## src/rtl/h264_chroma_dc_hadamard.sv

```systemverilog
// h264_chroma_dc_hadamard: ping-pong buffered 2x2 Hadamard on chroma DC coefficients
module h264_chroma_dc_hadamard #(
  parameter int IW = 16,
  parameter int OW = IW + 2
) (
  input  logic                 CLK2,
  input  logic                 RESET,
  input  logic                 DCSTROBEI,
  input  logic signed [IW-1:0] DCDATAI,
  output logic                 READYI,
  input  logic                 READYO,
  output logic                 DCSTROBEO,
  output logic signed [OW-1:0] DCDATAO,
  output logic [1:0]           DCIDXO,
  output logic                 CMPO,
  output logic                 ERRO
);
  typedef enum logic {S_IDLE, S_DRAIN} state_t;
  state_t r_state, w_state_n;
  logic signed [IW-1:0] r_bank [2][4];
  logic signed [OW-1:0] w_c [4];
  logic signed [OW-1:0] w_f [4];
  logic [1:0] r_full, r_tag, w_full_n, r_wcount, r_ridx, r_dcidxo;
  logic r_wsel, r_rsel, r_cmp, r_readyi, r_dcstrobeo, r_cmpo, r_erro;
  logic signed [OW-1:0] r_dcdatao;
  logic w_wr, w_fill_done, w_emit, w_free;
  assign w_wr        = DCSTROBEI & r_readyi;
  assign w_fill_done = w_wr & (r_wcount == 2'd3);
  assign w_emit      = (r_state == S_DRAIN) & READYO;
  assign w_free      = w_emit & (r_ridx == 2'd3);
  assign READYI      = r_readyi;
  assign DCSTROBEO   = r_dcstrobeo;
  assign DCDATAO     = r_dcdatao;
  assign DCIDXO      = r_dcidxo;
  assign CMPO        = r_cmpo;
  assign ERRO        = r_erro;
  // Sign-extended 2x2 Hadamard of the bank currently being drained
  always_comb begin
    for (int i = 0; i < 4; i++) w_c[i] = OW'(r_bank[r_rsel][i]);
    w_f[0] = w_c[0] + w_c[1] + w_c[2] + w_c[3];
    w_f[1] = w_c[0] - w_c[1] + w_c[2] - w_c[3];
    w_f[2] = w_c[0] + w_c[1] - w_c[2] - w_c[3];
    w_f[3] = w_c[0] - w_c[1] - w_c[2] + w_c[3];
  end
  // Bank occupancy after this edge: fill-complete sets, last output frees
  always_comb begin
    w_full_n = r_full;
    if (w_fill_done) w_full_n[r_wsel] = 1'b1;
    if (w_free) w_full_n[r_rsel] = 1'b0;
  end
  // Drain FSM next state: chain straight into the other bank if it is already full
  always_comb begin
    w_state_n = r_state;
    if (r_state == S_IDLE) w_state_n = r_full[r_rsel] ? S_DRAIN : S_IDLE;
    else if (w_free) w_state_n = r_full[~r_rsel] ? S_DRAIN : S_IDLE;
  end
  // Drain FSM state register
  always_ff @(posedge CLK2) begin
    if (RESET) r_state <= S_IDLE;
    else r_state <= w_state_n;
  end
  // Coefficient storage; contents are don't-care until the bank is marked full
  always_ff @(posedge CLK2) begin
    if (w_wr) r_bank[r_wsel][r_wcount] <= DCDATAI;
  end
  // Fill/drain pointers, component tags, ready, error and registered outputs
  always_ff @(posedge CLK2) begin
    if (RESET) begin
      r_full      <= '0;
      r_tag       <= '0;
      r_wsel      <= 1'b0;
      r_rsel      <= 1'b0;
      r_wcount    <= '0;
      r_ridx      <= '0;
      r_cmp       <= 1'b0;
      r_readyi    <= 1'b1;
      r_dcstrobeo <= 1'b0;
      r_dcdatao   <= '0;
      r_dcidxo    <= '0;
      r_cmpo      <= 1'b0;
      r_erro      <= 1'b0;
    end else begin
      if (w_wr) r_wcount <= r_wcount + 2'd1;
      if (w_fill_done) begin
        r_tag[r_wsel] <= r_cmp;
        r_cmp         <= ~r_cmp;
        r_wsel        <= ~r_wsel;
      end
      r_full      <= w_full_n;
      r_readyi    <= ~&w_full_n;
      r_dcstrobeo <= w_emit;
      if (w_emit) begin
        r_dcdatao <= w_f[r_ridx];
        r_dcidxo  <= r_ridx;
        r_cmpo    <= r_tag[r_rsel];
        r_ridx    <= r_ridx + 2'd1;
      end
      if (w_free) r_rsel <= ~r_rsel;
      if (DCSTROBEI & ~r_readyi) r_erro <= 1'b1;
    end
  end
endmodule

```

## config.mk

```make
export PLATFORM = sky130hd
export DESIGN_NAME = h264_chroma_dc_hadamard
export DESIGN_NICKNAME = d
export VERILOG_FILES = /design/src/rtl/h264_chroma_dc_hadamard.sv
export SDC_FILE = /design/constraint.sdc
export NUM_CORES = 1
export LEC_CHECK = 0
export BUFFER_PORTS_ARGS = -buffer_cell sky130_fd_sc_hd__buf_2
export CAP_MARGIN = 0
export CORE_AREA = 4 4 149 151
export CTS_CLUSTER_DIAMETER = 50
export CTS_CLUSTER_SIZE = 20
export DETAILED_ROUTE_END_ITERATION = 16
export DIE_AREA = 0 0 153 155
export GPL_TIMING_DRIVEN = 0
export PLACE_DENSITY_LB_ADDON = 0.05
export SYNTH_ARGS = -nofsm -noshare
export SYNTH_HDL_FRONTEND = slang
export SYNTH_SLANG_ARGS = --single-unit
```

## constraint.sdc

```tcl
create_clock -name CLK2 -period 6.3 [get_ports CLK2]
set_input_delay 0.315 -clock CLK2 [delete_from_list [all_inputs] [get_ports CLK2]]
set_output_delay 0.315 -clock CLK2 [all_outputs]
set_load 0.01 [all_outputs]
```

==> reports/results.ini <==
[status]
outcome=complete, no violations

[critical_path]
cp.required_ps=6590
crit_arrival_ps=6290
cp_num_buf_inv=3
path_depth=23
ff2ff_setup_slack_ps=300
cp-end-kind=register
critPathMaxFanout=10
r2r_cells=23
path_delay_family=compound AO/OA/AOI/OAI gates
path_class=register to register
critPathLaunchType=register
critPathMaxStageDelay_ps=560
crit_slowest_cell=fa_1
worstPathCellList=clkbuf_8, mux2i_1, inv_1, ha_1, fa_1, nand2b_1, a21o_1, a21oi_1, o41ai_2, nor2_1, nor2_1, xnor2_1, fa_1, inv_1, ha_1, a21oi_1, o21ai_0, a2111oi_1, nor3_1, nor3_1, nor4b_1, a211oi_1, o221ai_1

[sta]
final.setup_skew_ps=9.44
fin_crit_sh_pct=95.2
slew_violations=0
fin_setup_tns_ps=0
setup_viol=0
timing.hold.ws_ps=140
slew_headroom_pct=25.8
fmax_mhz=167
worst_pin_slew_ps=1110
fin_crit_ps=6000
finalHoldViolations=0
worst_slack_ps=303

[pwr]
switching_power_mw=1.49
irDropWorstVdd_mv=0.202
p_leak_nw=5.70
p_seq_share_pct=30.4
swShare_pct=37.7
comb_power_share_pct=45.2
powerDensity_nw_per_um2=286
clkPwrFrac_pct=24.4
p_int_mw=2.46

[clocking]
clock-sinks=165
holdBufCountCts=0
clkTransAtPathRegs_ps=70
htree_num_levels=4
clk_path_buf_depth=2
clk_latency_ps=440
cts_buffers=17
clock-root-buffer=clkbuf_16
tritoncts=built

[die]
die_w_um=153
die_area_um2=23700
die_h_um=155
rows=53
initial_utilization_pct=60.2
core_region_area_um2=20800
ios=44

[global_routing]
grt_usage_pct=25.6
grt.overflow.total=0
grt_pass1_wl_mm=46.9
grt_max_degree=17
grt_pass1_vias=8746
antenna_found_initial=0

[route]
vias_per_cell=5.80
met2_length_mm=13.4
top_layer=met4
wl_per_cell_um=19.2
wl_met1_mm=13.8
drc=0
drt_first_iter_violations=503
vias=8977
dr_wl_met3_mm=1.67
drtAntennaViolNets=0
drt-total-wl_mm=29.7
dr.pass1.iters=5

[synthesis]
async_reset_ff_share_pct=0
seq_area_frac_synth_pct=36.6
synth_seq_cells=165
syn-num-nets=1393
syn_avg_cell_area_um2=10.5
synth_top_area_share_pct=30.7
synth_cell_type_count=65
yosysTopAreaCell=edfxtp_1
ys_top_cells_by_area=edfxtp_1 (31%), fa_1 (11%), ha_1 (11%), dfxtp_1 (5.9%), inv_1 (5.0%)
synth-edff-count=128
synthFlopType=edfxtp_1
synth_area_um2=12500
synthTopCellsByCount=inv_1 (167), edfxtp_1 (128), ha_1 (107)
yosysMostFrequentCell=inv_1
ys_warn_count=0
syn_inst=1195

[cells_and_area]
multi_input_area_um2=7240
fillers=1704
drive_gt1_share_pct=9.73
antennaDiodeCount=0
nNetsFinal=1460
area_growth_pct=10.4
ff_latch_area_um2=4590
final_core_util_pct=66.4

[placement]
port-buffer-count=41
gp_congestion=0.907
preCtsSetupSlack_ps=-856
dp.final_hpwl_mm=23.8

[worst_hold_path]
hold_depth=1
min-delay-start=DCDATAI[12]
hp-class=input port to register

[job]
drv_cap=0

power groups by stage:
stage          combinational, mW  sequential, mW  clock [mW]
6_report                    1.79            1.20       0.963
5_1_grt                     1.99            1.20        1.04
4_1_cts                     1.76            1.20       0.978
3_5_place_dp                1.75            1.22           0
3_3_place_gp                1.72            1.22           0
2_1_floorplan               1.36            1.22           0
sequential cells by signal (all words and copies together) (netlist names), 2 cells and up, named ones only:
name	count
r_bank	128
DCDATAO	18
DCIDXO	2
r_full	2
r_ridx	2
r_tag	2
r_wcount	2
kinds of logic (layout without fill, tap and decap cells):
kind of cell	after synthesis	count (layout)	synth area share [%]
compound gates	254	254	13.7
simple gates	243	243	9.12
buf+inv	200	279	5.99
fa+ha+maj	178	178	22.0
flops	165	165	36.6
xor+xnor	78	78	5.45
mux	77	77	7.11
layout by cell type (no fill, tap or decap), types with 9 or more instances in the layout:
cell and instances:
a211oi_1 15, mux2_2 16, nand3_1 16, a31oi_1 11, ha_1 107, a21o_1 24
nor3_1 28, o21a_1 11, xor2_1 18, o21bai_1 9, inv_1 167, dfxtp_1 36
xnor2_1 59, a21oi_1 76, nand2_1 62, or3_1 12, fa_1 71, nor2b_1 11
o21ai_0 37, mux2i_1 53, clkbuf_16 17, and3_1 13, edfxtp_1 128, buf_2 41
buf_1 10, nor2_1 63, clkbuf_1 21
area by class of cell:
type	instances	area share [%]
multi-input combinational	830	52.3
tap	275	2.49
timing repair buffer	49	2.71
clock inverter	12	0.678
clock buffer	19	3.13
inverter	168	4.56
sequential	165	33.2
buffer	31	0.923
worst reg2reg max path: stages (launching register included):
cell and delay [ps]:
dfxtp_4 460, clkbuf_8 260, mux2i_1 250, inv_1 70, ha_1 240, fa_1 470
nand2b_1 110, a21o_1 160, a21oi_1 120, o41ai_2 350, nor2_1 80, nor2_1 130
xnor2_1 140, fa_1 560, inv_1 50, ha_1 350, a21oi_1 200, o21ai_0 170
a2111oi_1 520, nor3_1 170, nor3_1 320, nor4b_1 100, a211oi_1 380, o221ai_1 200
timing repair:
item | 4_1_cts | 5_1_grt
resized for setup | 5 | 7
buffers inserted | 0 | 0
endpoints found under the setup margin | 10 | 7
per-stage QoR:
step / power (mW) / cells / area, um2
after floorplan: 2.58 / 1195 / 12500
after global placement: 2.94 / 1511 / 13100
after detailed placement: 2.97 / 1519 / 13300
after CTS: 3.94 / 1549 / 13800
after global routing: 4.22 / 1549 / 13800
final: 3.95 / 1549 / 13800
final timing paths:
check	end
max	DCDATAO[16]$_SDFFE_PP0P_
min	r_bank[1][28]$_DFFE_PP_
max reg2reg	DCDATAO[16]$_SDFFE_PP0P_
min reg2reg	DCDATAO[6]$_SDFFE_PP0P_
per-layer routing:
metal  track usage, %  vias to the layer above
li1                 -                     4324
met1             36.8                     4356
met2             40.2                      259
met3             3.81                       38
met4             8.82                        0
met5                0                        -
(Power assumes the default switching activity.)
